==> config.mk <==
export PLATFORM = sky130hd
export DESIGN_NAME = ex_muldiv_sequencer
export DESIGN_NICKNAME = d
export VERILOG_FILES = /design/src/rtl/ex_muldiv_sequencer.sv
export SDC_FILE = /design/constraint.sdc
export NUM_CORES = 1
export LEC_CHECK = 0
export ABC_AREA = 1
export CORE_ASPECT_RATIO = 0.6
export CORE_MARGIN = 3
export CORE_UTILIZATION = 35
export DETAILED_ROUTE_END_ITERATION = 7
export GPL_TIMING_DRIVEN = 0
export PLACE_DENSITY = 0.5
export SYNTH_ARGS = -nofsm -noshare
export SYNTH_HDL_FRONTEND = slang
export SYNTH_SLANG_ARGS = --single-unit
==> constraint.sdc <==
create_clock -name i_clk -period 7.8 [get_ports i_clk]
set_input_delay 1.95 -clock i_clk [delete_from_list [all_inputs] [get_ports i_clk]]
set_output_delay 1.95 -clock i_clk [all_outputs]
set_load 0.01 [all_outputs]
==> src/rtl/ex_muldiv_sequencer.sv <==
// Iterative multiply/divide unit for the EX stage: 32-step shift-add multiply and
// restoring divide, with sign pre/post correction and HI/LO result registers.
module ex_muldiv_sequencer #(
    parameter int NB_INST  = 32,
    parameter int NB_COUNT = 6
) (
    input  logic               i_clk,
    input  logic               i_reset,
    input  logic               i_start,
    input  logic [1:0]         i_op,
    input  logic [NB_INST-1:0] i_operand_a,
    input  logic [NB_INST-1:0] i_operand_b,
    input  logic               i_flush,
    output logic               o_stall,
    output logic               o_done,
    output logic [NB_INST-1:0] o_hi,
    output logic [NB_INST-1:0] o_lo,
    output logic               o_div_by_zero
);

    typedef enum logic [2:0] {
        IDLE = 3'd0,
        PREP = 3'd1,
        RUN  = 3'd2,
        FIX  = 3'd3,
        DONE = 3'd4
    } state_t;

    localparam logic [NB_COUNT-1:0] LAST_CNT = NB_COUNT'(NB_INST - 1);

    function automatic logic signed [NB_INST-1:0] neg_w(input logic signed [NB_INST-1:0] x);
        return -x;
    endfunction

    function automatic logic signed [2*NB_INST-1:0] neg_dw(input logic signed [2*NB_INST-1:0] x);
        return -x;
    endfunction

    state_t                state_q, state_d;
    logic [1:0]            op_q, op_d;
    logic [NB_INST-1:0]    a_q, a_d;
    logic [NB_INST-1:0]    b_q, b_d;
    logic [NB_INST-1:0]    mag_b_q, mag_b_d;
    logic [NB_INST-1:0]    hi_w_q, hi_w_d;
    logic [NB_INST-1:0]    lo_w_q, lo_w_d;
    logic                  neg_q, neg_d;
    logic                  rem_neg_q, rem_neg_d;
    logic [NB_COUNT-1:0]   cnt_q, cnt_d;
    logic [NB_INST-1:0]    hi_q, hi_d;
    logic [NB_INST-1:0]    lo_q, lo_d;
    logic                  dbz_q, dbz_d;

    logic                  is_div;
    logic                  sign_a;
    logic                  sign_b;
    logic [NB_INST:0]      mul_sum;
    logic [NB_INST:0]      div_shift;
    logic [NB_INST:0]      div_diff;
    logic [2*NB_INST-1:0]  prod_fix;
    logic [NB_INST-1:0]    quo_fix;
    logic [NB_INST-1:0]    rem_fix;

    always_comb begin
        is_div  = op_q[1];
        sign_a  = ~op_q[0] & a_q[NB_INST-1];
        sign_b  = ~op_q[0] & b_q[NB_INST-1];
        // Multiply: HI accumulates the multiplicand when the current LO bit is set.
        mul_sum   = {1'b0, hi_w_q} + (lo_w_q[0] ? {1'b0, mag_b_q} : '0);
        // Divide: HI is the partial remainder, LO shifts dividend bits out and quotient bits in.
        div_shift = {hi_w_q, lo_w_q[NB_INST-1]};
        div_diff  = div_shift - {1'b0, mag_b_q};
        prod_fix  = neg_q ? neg_dw({hi_w_q, lo_w_q}) : {hi_w_q, lo_w_q};
        quo_fix   = neg_q ? neg_w(lo_w_q) : lo_w_q;
        rem_fix   = rem_neg_q ? neg_w(hi_w_q) : hi_w_q;
    end

    always_comb begin
        state_d   = state_q;
        op_d      = op_q;
        a_d       = a_q;
        b_d       = b_q;
        mag_b_d   = mag_b_q;
        hi_w_d    = hi_w_q;
        lo_w_d    = lo_w_q;
        neg_d     = neg_q;
        rem_neg_d = rem_neg_q;
        cnt_d     = cnt_q;
        hi_d      = hi_q;
        lo_d      = lo_q;
        dbz_d     = dbz_q;
        o_stall   = (state_q != IDLE) || (i_start && !i_flush);
        o_done    = (state_q == DONE) && !i_flush;

        if (state_q != IDLE && i_flush) begin
            state_d = IDLE;
        end else begin
            unique case (state_q)
                IDLE: begin
                    if (i_start && !i_flush) begin
                        op_d    = i_op;
                        a_d     = i_operand_a;
                        b_d     = i_operand_b;
                        state_d = PREP;
                    end
                end
                PREP: begin
                    neg_d     = sign_a ^ sign_b;
                    rem_neg_d = sign_a;
                    lo_w_d    = sign_a ? neg_w(a_q) : a_q;
                    mag_b_d   = sign_b ? neg_w(b_q) : b_q;
                    hi_w_d    = '0;
                    cnt_d     = '0;
                    if (is_div && b_q == '0) begin
                        hi_d    = a_q;
                        lo_d    = '1;
                        dbz_d   = 1'b1;
                        state_d = DONE;
                    end else begin
                        state_d = RUN;
                    end
                end
                RUN: begin
                    if (!is_div) begin
                        {hi_w_d, lo_w_d} = {mul_sum, lo_w_q[NB_INST-1:1]};
                    end else if (!div_diff[NB_INST]) begin
                        hi_w_d = div_diff[NB_INST-1:0];
                        lo_w_d = {lo_w_q[NB_INST-2:0], 1'b1};
                    end else begin
                        hi_w_d = div_shift[NB_INST-1:0];
                        lo_w_d = {lo_w_q[NB_INST-2:0], 1'b0};
                    end
                    cnt_d = cnt_q + 1'b1;
                    if (cnt_q == LAST_CNT) begin
                        state_d = FIX;
                    end
                end
                FIX: begin
                    if (!is_div) begin
                        {hi_d, lo_d} = prod_fix;
                    end else begin
                        hi_d = rem_fix;
                        lo_d = quo_fix;
                    end
                    dbz_d   = 1'b0;
                    state_d = DONE;
                end
                DONE: begin
                    state_d = IDLE;
                end
                default: begin
                    state_d = IDLE;
                end
            endcase
        end
    end

    always_ff @(posedge i_clk or negedge i_reset) begin
        if (!i_reset) begin
            state_q   <= IDLE;
            op_q      <= '0;
            a_q       <= '0;
            b_q       <= '0;
            mag_b_q   <= '0;
            hi_w_q    <= '0;
            lo_w_q    <= '0;
            neg_q     <= 1'b0;
            rem_neg_q <= 1'b0;
            cnt_q     <= '0;
            hi_q      <= '0;
            lo_q      <= '0;
            dbz_q     <= 1'b0;
        end else begin
            state_q   <= state_d;
            op_q      <= op_d;
            a_q       <= a_d;
            b_q       <= b_d;
            mag_b_q   <= mag_b_d;
            hi_w_q    <= hi_w_d;
            lo_w_q    <= lo_w_d;
            neg_q     <= neg_d;
            rem_neg_q <= rem_neg_d;
            cnt_q     <= cnt_d;
            hi_q      <= hi_d;
            lo_q      <= lo_d;
            dbz_q     <= dbz_d;
        end
    end

    assign o_hi          = hi_q;
    assign o_lo          = lo_q;
    assign o_div_by_zero = dbz_q;

endmodule

After elaboration in Yosys (flattened, before gate mapping)
Index checks and enable logic that the tools add are counted.
Storage, ports and cells
  bits in registers: 238
  input port bits: 70
  output and inout port bits: 67
  word-level logic and storage cells: 76
Cells by class
  add/subtract/negate cells: 8
  equal/unequal tests: 8
  muxes and demuxes: 26
  bitwise gates (word level): 5
  reduce and logical (&&, ||, !) cells: 16
Operators with widths (number)
  two-way mux 32 bit: 12
  case mux 32 bit (2 select lines): 4
  negation 32 bit: 4
  two-way mux 64 bit: 1
  negation 64 bit: 1
  adder 32 x 32 -> 33 bit: 1
  subtractor 33 x 32 -> 33 bit: 1
  logical NOT 32 bit: 1
  two-way mux 3 bit: 4
  case mux 3 bit (4 select lines): 1
  case mux 6 bit (2 select lines): 1
  adder 6 x 1 -> 6 bit (second input constant): 1
  equality test 3 x 2 -> 1 bit (second input constant): 2
  equality test 6 x 5 -> 1 bit (second input constant): 1
  != test 3 bit (second input constant): 2
  AND reduction 2 bit: 3
  AND reduction 3 bit: 2
  logical AND 1 bit: 4
  nonzero test 2 bit: 2
  equality test 3 x 1 -> 1 bit (second input constant): 1
  equality test 3 bit (second input constant): 1
  logical NOT 3 bit: 1
  nonzero test 3 bit: 1
  bitwise AND 1 bit: 2
  other kinds (7): 9

Depth between registers and ports, before layout
Gate-level depths: netlist of the first run.
  depth after elaboration: 5
  mapped depth: 22
  mapped depth without buffers: 20

Worst setup path before layout of the first run
No wires, ideal clock.
  path type: input-to-output
  from: in i_flush
  to: out o_done
  data arrival time: 2356 ps
  data required time: 5850 ps
  path slack: 3494 ps
  stages: 1
  path buffers: 0
  cells stage by stage: nor4_1
Between the ends
  cells in the longest elaborated chain, start to end: 2
Ends and longest elaborated chain
  from (decl): RTL line 13  | input logic i_flush,
  logical NOT 1 bit: RTL line 92  | o_done = (state_q == DONE) && !i_flush;
  logical AND 1 bit: RTL line 92
  to (decl): RTL line 15  | output logic o_done,
No other way between the ends.

Worst setup path after layout of the first run
Same ends and word-level chain as after synthesis.

==> results.cfg, run 1 <==
[sta]
setup_viol = 0
period_minus_slack_ns = 5.70
finalHoldViolations = 0
timing.hold.ws_ns = 0.481
drv_slew = 0
slew_headroom = 0.181
postLayoutSetupSlackWorst_ns = 2.10
grt_setup_unrepaired = false
fmax_mhz = 175
worstMarginPinSlew_ns = 1.23
finClkSkew_ns = 0.0246
tns_ns = 0
post-route-period-util = 0.731

[cells_and_area]
final_cells = 4141
multi_input_area_mm2 = 0.0117
regArea_mm2 = 0.00596
syn_to_final_growth_pct = 17.0
n_fill_cell = 6010
nets = 3513
fin_util = 0.420
drive_gt1_frac = 0.0481

[global_routing]
grt_pass1_vias = 20273
grt_usage = 0.331
grt_pass1_wl_um = 143000
grt_start_max_net_pins = 113
overflow = 0
antenna_found_initial = 4

[logic_synthesis]
synthTopCellsByArea = dfrtp_1 30%, nand2_1 20%, inv_1 7.8%
async_flop_share = 1.00
synth.yosys.seq_area_share = 0.302
yosys.area.top_type_share = 0.302
synth_flop_cell = dfrtp_1
synth_edf_count = 0
netlist_area_mm2 = 0.0197
synth_commonest_cells = 1061 x nand2_1, 409 x inv_1, 369 x nor2_1, 243 x nand3_1, 238 x dfrtp_1
yosys_warnings = 0
synth_fa_ha_area_frac = 0.0459
synth_cell_types = 50
synth_top_family_by_area = simple AND/OR/NAND/NOR gates
synth-simple-area-share = 0.380
syn-num-nets = 3347
ys_ff_latch = 238
synthCells = 3206
synth_compound_area_frac = 0.140
yosysTopAreaCell = dfrtp_1
synth.most_common_cell = nand2_1
muxShareOfSynthArea = 0.00515
synthXorXnorAreaFrac = 0.0218
syn_area_per_cell_um2 = 6.14

[floorplanning]
dieWidth_um = 312
die_h_um = 190
fp.dieArea_mm2 = 0.0593
io_pins = 137
coreArea_mm2 = 0.0549
start_util = 0.359
num_rows = 66

[clocking]
htreeDepth = 1
cts_root_buf = clkbuf_16
postCtsSetupBuffers = 0
cts_tree = built
clockBufferDepth = 3
cts-buffers-inserted = 26
cts_resized = 0
clkTransAtPathRegs_ns = 0.06
cts_hold_buf = 0
clock_latency_ns = 0.60
cts_sinks = 238

[power_and_ir_drop]
max-vdd-ir-drop_mv = 0.172
powerDensity_mw_per_mm2 = 534
p_leak_nw = 11.6

[job]
maxCapViolCount = 0

[setup_path]
startpoint_type = primary input
worstSetupPathType = primary input to output port
crit_top_cell = clkdlybuf4s50_1
path_delay_family = buffers and inverters
slowest_stage = clkdlybuf4s50_1
cp_cell_sequence = clkdlybuf4s50_1 > nor4_1 > clkdlybuf4s50_1
endpoint_kind = output port
arrival_ns = 3.75
cp_max_fo = 6
crit_required_ns = 5.85
cpPeakStageDelay_ns = 0.64
cp_num_buf_inv = 2

[route]
postRouteAntennaNets = 0
wl_per_cell_um = 24.2
drtIter0Drc = 3152
postRouteWirelength_um = 100000
vias_per_cell = 5.44
drc = 0
num_vias = 22513
dr.pass1.iters = 6

[placed_design]
portBuffers = 136
dp_hpwl_um = 83300
place.gp.congestion = 1.06
dp_slack_ns = 2.12
post-place-cells = 4092

[hold_path]
worstHoldPathType = register to register

[run_status]
status = finished clean
==> tightest hold or removal path, stage by stage (launching register included) <==
cell,delay (ns)
dfrtp_1,0.34
nand2_1,0.05
nand2_1,0.05
==> report_power, final <==
group          leakage [nW]  internal [mW]  switching, mW  total (mW)
Combinational          8.31           2.38           5.69        8.07
Clock                 0.489          0.880          0.586        1.47
Sequential             2.80           1.82          0.959        2.77
==> per-stage QoR <==
stage          total power [mW]  area [um^2]
2_1_floorplan              7.01        19700
3_3_place_gp               10.4        22000
3_5_place_dp               10.4        22100
4_1_cts                    11.9        23100
5_1_grt                    13.1        23100
6_report                   12.3        23100
==> cells in the final DEF (no fill, tap or decap), types with 15 or more instances in the layout <==
master / netlist / layout
a21oi_1: 202 / 202
a21oi_2: 19 / 19
a31oi_1: 32 / 32
buf_2: 20 / 20
clkbuf_1: 62 / 64
clkbuf_16: 0 / 26
clkdlybuf4s50_1: 0 / 135
dfrtp_1: 238 / 238
ha_1: 69 / 69
inv_1: 409 / 409
nand2_1: 1061 / 1061
nand3_1: 243 / 243
nand3b_1: 15 / 15
nand4_1: 34 / 34
nor2_1: 369 / 369
nor3_1: 32 / 32
o211ai_1: 15 / 15
o21ai_0: 184 / 184
xor2_1: 38 / 38
==> routing by layer <==
| layer | part of all wire | wire (um) | GRT usage |
|---|---|---|---|
| met1 | 0.51 | 51200 | 0.549 |
| met2 | 0.31 | 31300 | 0.360 |
| met3 | 0.17 | 16700 | 0.169 |
| met4 | 0.011 | 1110 | 0.0367 |
| met5 | 0.000030 | 3 | 0 |
==> area by class of cell <==
class                   count  area share
flip-flops and latches    238       0.258
diodes                      1    0.000109
repair buffers            138      0.0617
clock inverters            17      0.0129
inverters                 423      0.0689
multi-input cells        2441       0.507
plain buffers             104      0.0206
clock buffers              31      0.0303
well taps                 748      0.0406
==> cell families (layout without fill, tap and decap cells) <==
family | count (synthesis) | in the layout
muxes | 9 | 9
xor gates and xnor gates | 49 | 49
AOI/OAI and AO/OA | 500 | 500
DFF | 238 | 238
buffers and inverters | 527 | 713
other | 0 | 1
and+or+nand+nor | 1812 | 1812
adders and majority gates | 71 | 71
==> state kept, by name (all words and copies together) (netlist names) <==
signal / count
a_q: 32
b_q: 32
hi_w_q: 32
lo_w_q: 32
mag_b_q: 32
o_hi: 32
o_lo: 32
cnt_q: 6
state_q: 3
op_q: 2
neg_q: 1
o_div_by_zero: 1
rem_neg_q: 1
==> final timing paths <==
path,slack (ns),endpoint,depth (start not counted),start
setup / recovery,2.10,o_done,3,i_flush
hold reg to reg,0.48,o_lo[28]$_DFFE_PN0P_,2,o_lo[28]$_DFFE_PN0P_
min in group asynchronous,1.24,o_lo[2]$_DFFE_PN0P_,1,i_reset
hold / removal,0.48,o_lo[28]$_DFFE_PN0P_,2,o_lo[28]$_DFFE_PN0P_
max in group asynchronous,5.65,b_q[14]$_DFFE_PN0P_,2,i_reset
setup reg to reg,3.59,hi_w_q[29]$_DFFE_PN0P_,21,lo_w_q[0]$_DFFE_PN0P_
No activity file was read; power rests on OpenSTA's default activity.
==> run 2: changes to the inputs <==
--- a/config.mk
+++ b/config.mk
@@ -11,7 +11,7 @@
 export CORE_UTILIZATION = 35
 export DETAILED_ROUTE_END_ITERATION = 7
 export GPL_TIMING_DRIVEN = 0
-export PLACE_DENSITY = 0.5
+export PLACE_DENSITY = 0.52
 export SYNTH_ARGS = -nofsm -noshare
 export SYNTH_HDL_FRONTEND = slang
 export SYNTH_SLANG_ARGS = --single-unit
==> constraint.sdc (replaced) <==
create_clock -name i_clk -period 4.6 [get_ports i_clk]
set_input_delay 1.15 -clock i_clk [delete_from_list [all_inputs] [get_ports i_clk]]
set_output_delay 1.15 -clock i_clk [all_outputs]
set_load 0.01 [all_outputs]
==> run 2 against run 1 <==
Effect of this change: power up 65%; non-clock buffer count unchanged; global-route usage down 0.44 points; critical path depth unchanged; cell count unchanged; combinational power up 65%; via count down 0.72%; highest routed layer is now met4; clock power up 59%.
==> results.cfg, run 2 (synthesis results as in run 1) <==
[global_routing]
use_met1 = 0.549
grt_start_max_net_pins = 102
overflow = 0
grt_use_met3 = 0.150
antenna_found_initial = 5
grt_usage = 0.327
grt.busiest_layer = met1
grt_pass1_wl_um = 141000
met2_usage = 0.360
grt_pass1_vias = 20059

[route]
drtIter0Drc = 2858
dr.pass1.iters = 6
wl_per_cell_um = 23.9
postRouteAntennaNets = 0
postRouteWirelength_um = 99000
vias_per_cell = 5.40
drc = 0
num_vias = 22352

[setup_path]
crit_required_ns = 3.45
worstSetupPathType = primary input to output port
reg2regPathDepth = 21
cp_max_fo = 6
setup.worst_path.start = i_flush
regToRegSetupSlack_ns = 0.68
endpoint_kind = output port
r2r_start = lo_w_q[0]$_DFFE_PN0P_
arrival_ns = 2.94
r2r_end = hi_w_q[21]$_DFFE_PN0P_
startpoint_type = primary input
critPathCapture = o_done

[sta]
period_minus_slack_ns = 4.09
fmax_mhz = 244
timing.hold.ws_ns = 0.438
drv_slew = 0
post-route-period-util = 0.890
finalHoldViolations = 0
tns_ns = 0
setup_viol = 0
slew_headroom = 0.198
grt_setup_unrepaired = false
worstMarginPinSlew_ns = 1.20
finClkSkew_ns = 0.0340

[power_and_ir_drop]
fin_total_pwr_mw = 20.3
p_leak_nw = 11.6
max-vdd-ir-drop_mv = 0.360
powerDensity_mw_per_mm2 = 885

[clocking]
clock_latency_ns = 0.61
cts_root_buf = clkbuf_16
cts_sinks = 238
cts_hold_buf = 0
clockBufferDepth = 3
cts_resized = 0
cts-buffers-inserted = 26
cts_tree = built
htreeDepth = 1
clkTransAtPathRegs_ns = 0.06
postCtsSetupBuffers = 0

[floorplanning]
coreArea_mm2 = 0.0549
die_h_um = 190
dieWidth_um = 312
fp.dieArea_mm2 = 0.0593
start_util = 0.359
io_pins = 137
num_rows = 66

[placed_design]
dp_hpwl_um = 82500
portBuffers = 136
dpl-instance-area_mm2 = 0.0221
post-place-cells = 4092
place.gp.congestion = 1.01

[cells_and_area]
syn_to_final_growth_pct = 16.7
final_cell_mix = 1061 x nand2_1, 409 x inv_1, 369 x nor2_1
nets = 3513
drive_gt1_frac = 0.0478
stdcell_area_mm2 = 0.0230
layout_commonest_cell = nand2_1
final_cells = 4141

[hold_path]
worstHoldPathType = primary input to async pin

[run_status]
status = finished clean

[job]
maxCapViolCount = 0
run 2: cell count changes in the layout (fill, tap and decap cells not counted), sizes merged:
cell      change
inv           -2
bufinv        -3
diode         +2
clkbuf        +1
clkinvlp      +2
run 2: stage by stage:
stage,setup slack (ns),utilization
3_5_place_dp,0.574,0.402
5_1_grt,0.471,0.419
4_1_cts,0.556,0.419
6_report,0.506,0.419
2_1_floorplan,1.89,-
3_3_place_gp,-8.16,0.401
run 2: per-layer routing:
metal  vias to the layer above  share of wire
met3                        66           0.15
met2                      1154           0.31
met4                         0          0.010
met1                     10564           0.52
li1                      10568              -
met5                         -              0
run 2: worst max-delay path, cell delays in order:
cell,delay (ns)
clkdlybuf4s50_1,0.55
nor4_1,0.58
clkdlybuf4s50_1,0.65
run 2: how the worst min path moves through the flow:
stage	endpoint	slack, ns	cells past startpoint
after floorplan	cnt_q[2]$_DFFE_PN0P_	0.46	1
after global placement	o_hi[5]$_DFFE_PN0P_	0.46	2
after detailed placement	o_lo[29]$_DFFE_PN0P_	0.47	2
after CTS	a_q[14]$_DFFE_PN0P_	0.42	1
after global routing	a_q[14]$_DFFE_PN0P_	0.45	1
final	a_q[14]$_DFFE_PN0P_	0.44	1
run 2: area by class of cell:
class,count,area (um^2)
Sequential cell,238,5960
Clock buffer,32,723
Inverter,423,1590
Timing Repair Buffer,138,1420
Multi-Input combinational cell,2441,11700
Buffer,104,475
Tap cell,748,936
Fill cell,5955,31900
Antenna cell,3,7.51
Clock inverter,14,210
run 2: report_power, final:
group / switching [mW] / internal, mW
Combinational: 9.32 / 4.02
Clock: 0.987 / 1.35
Sequential: 1.60 / 3.08
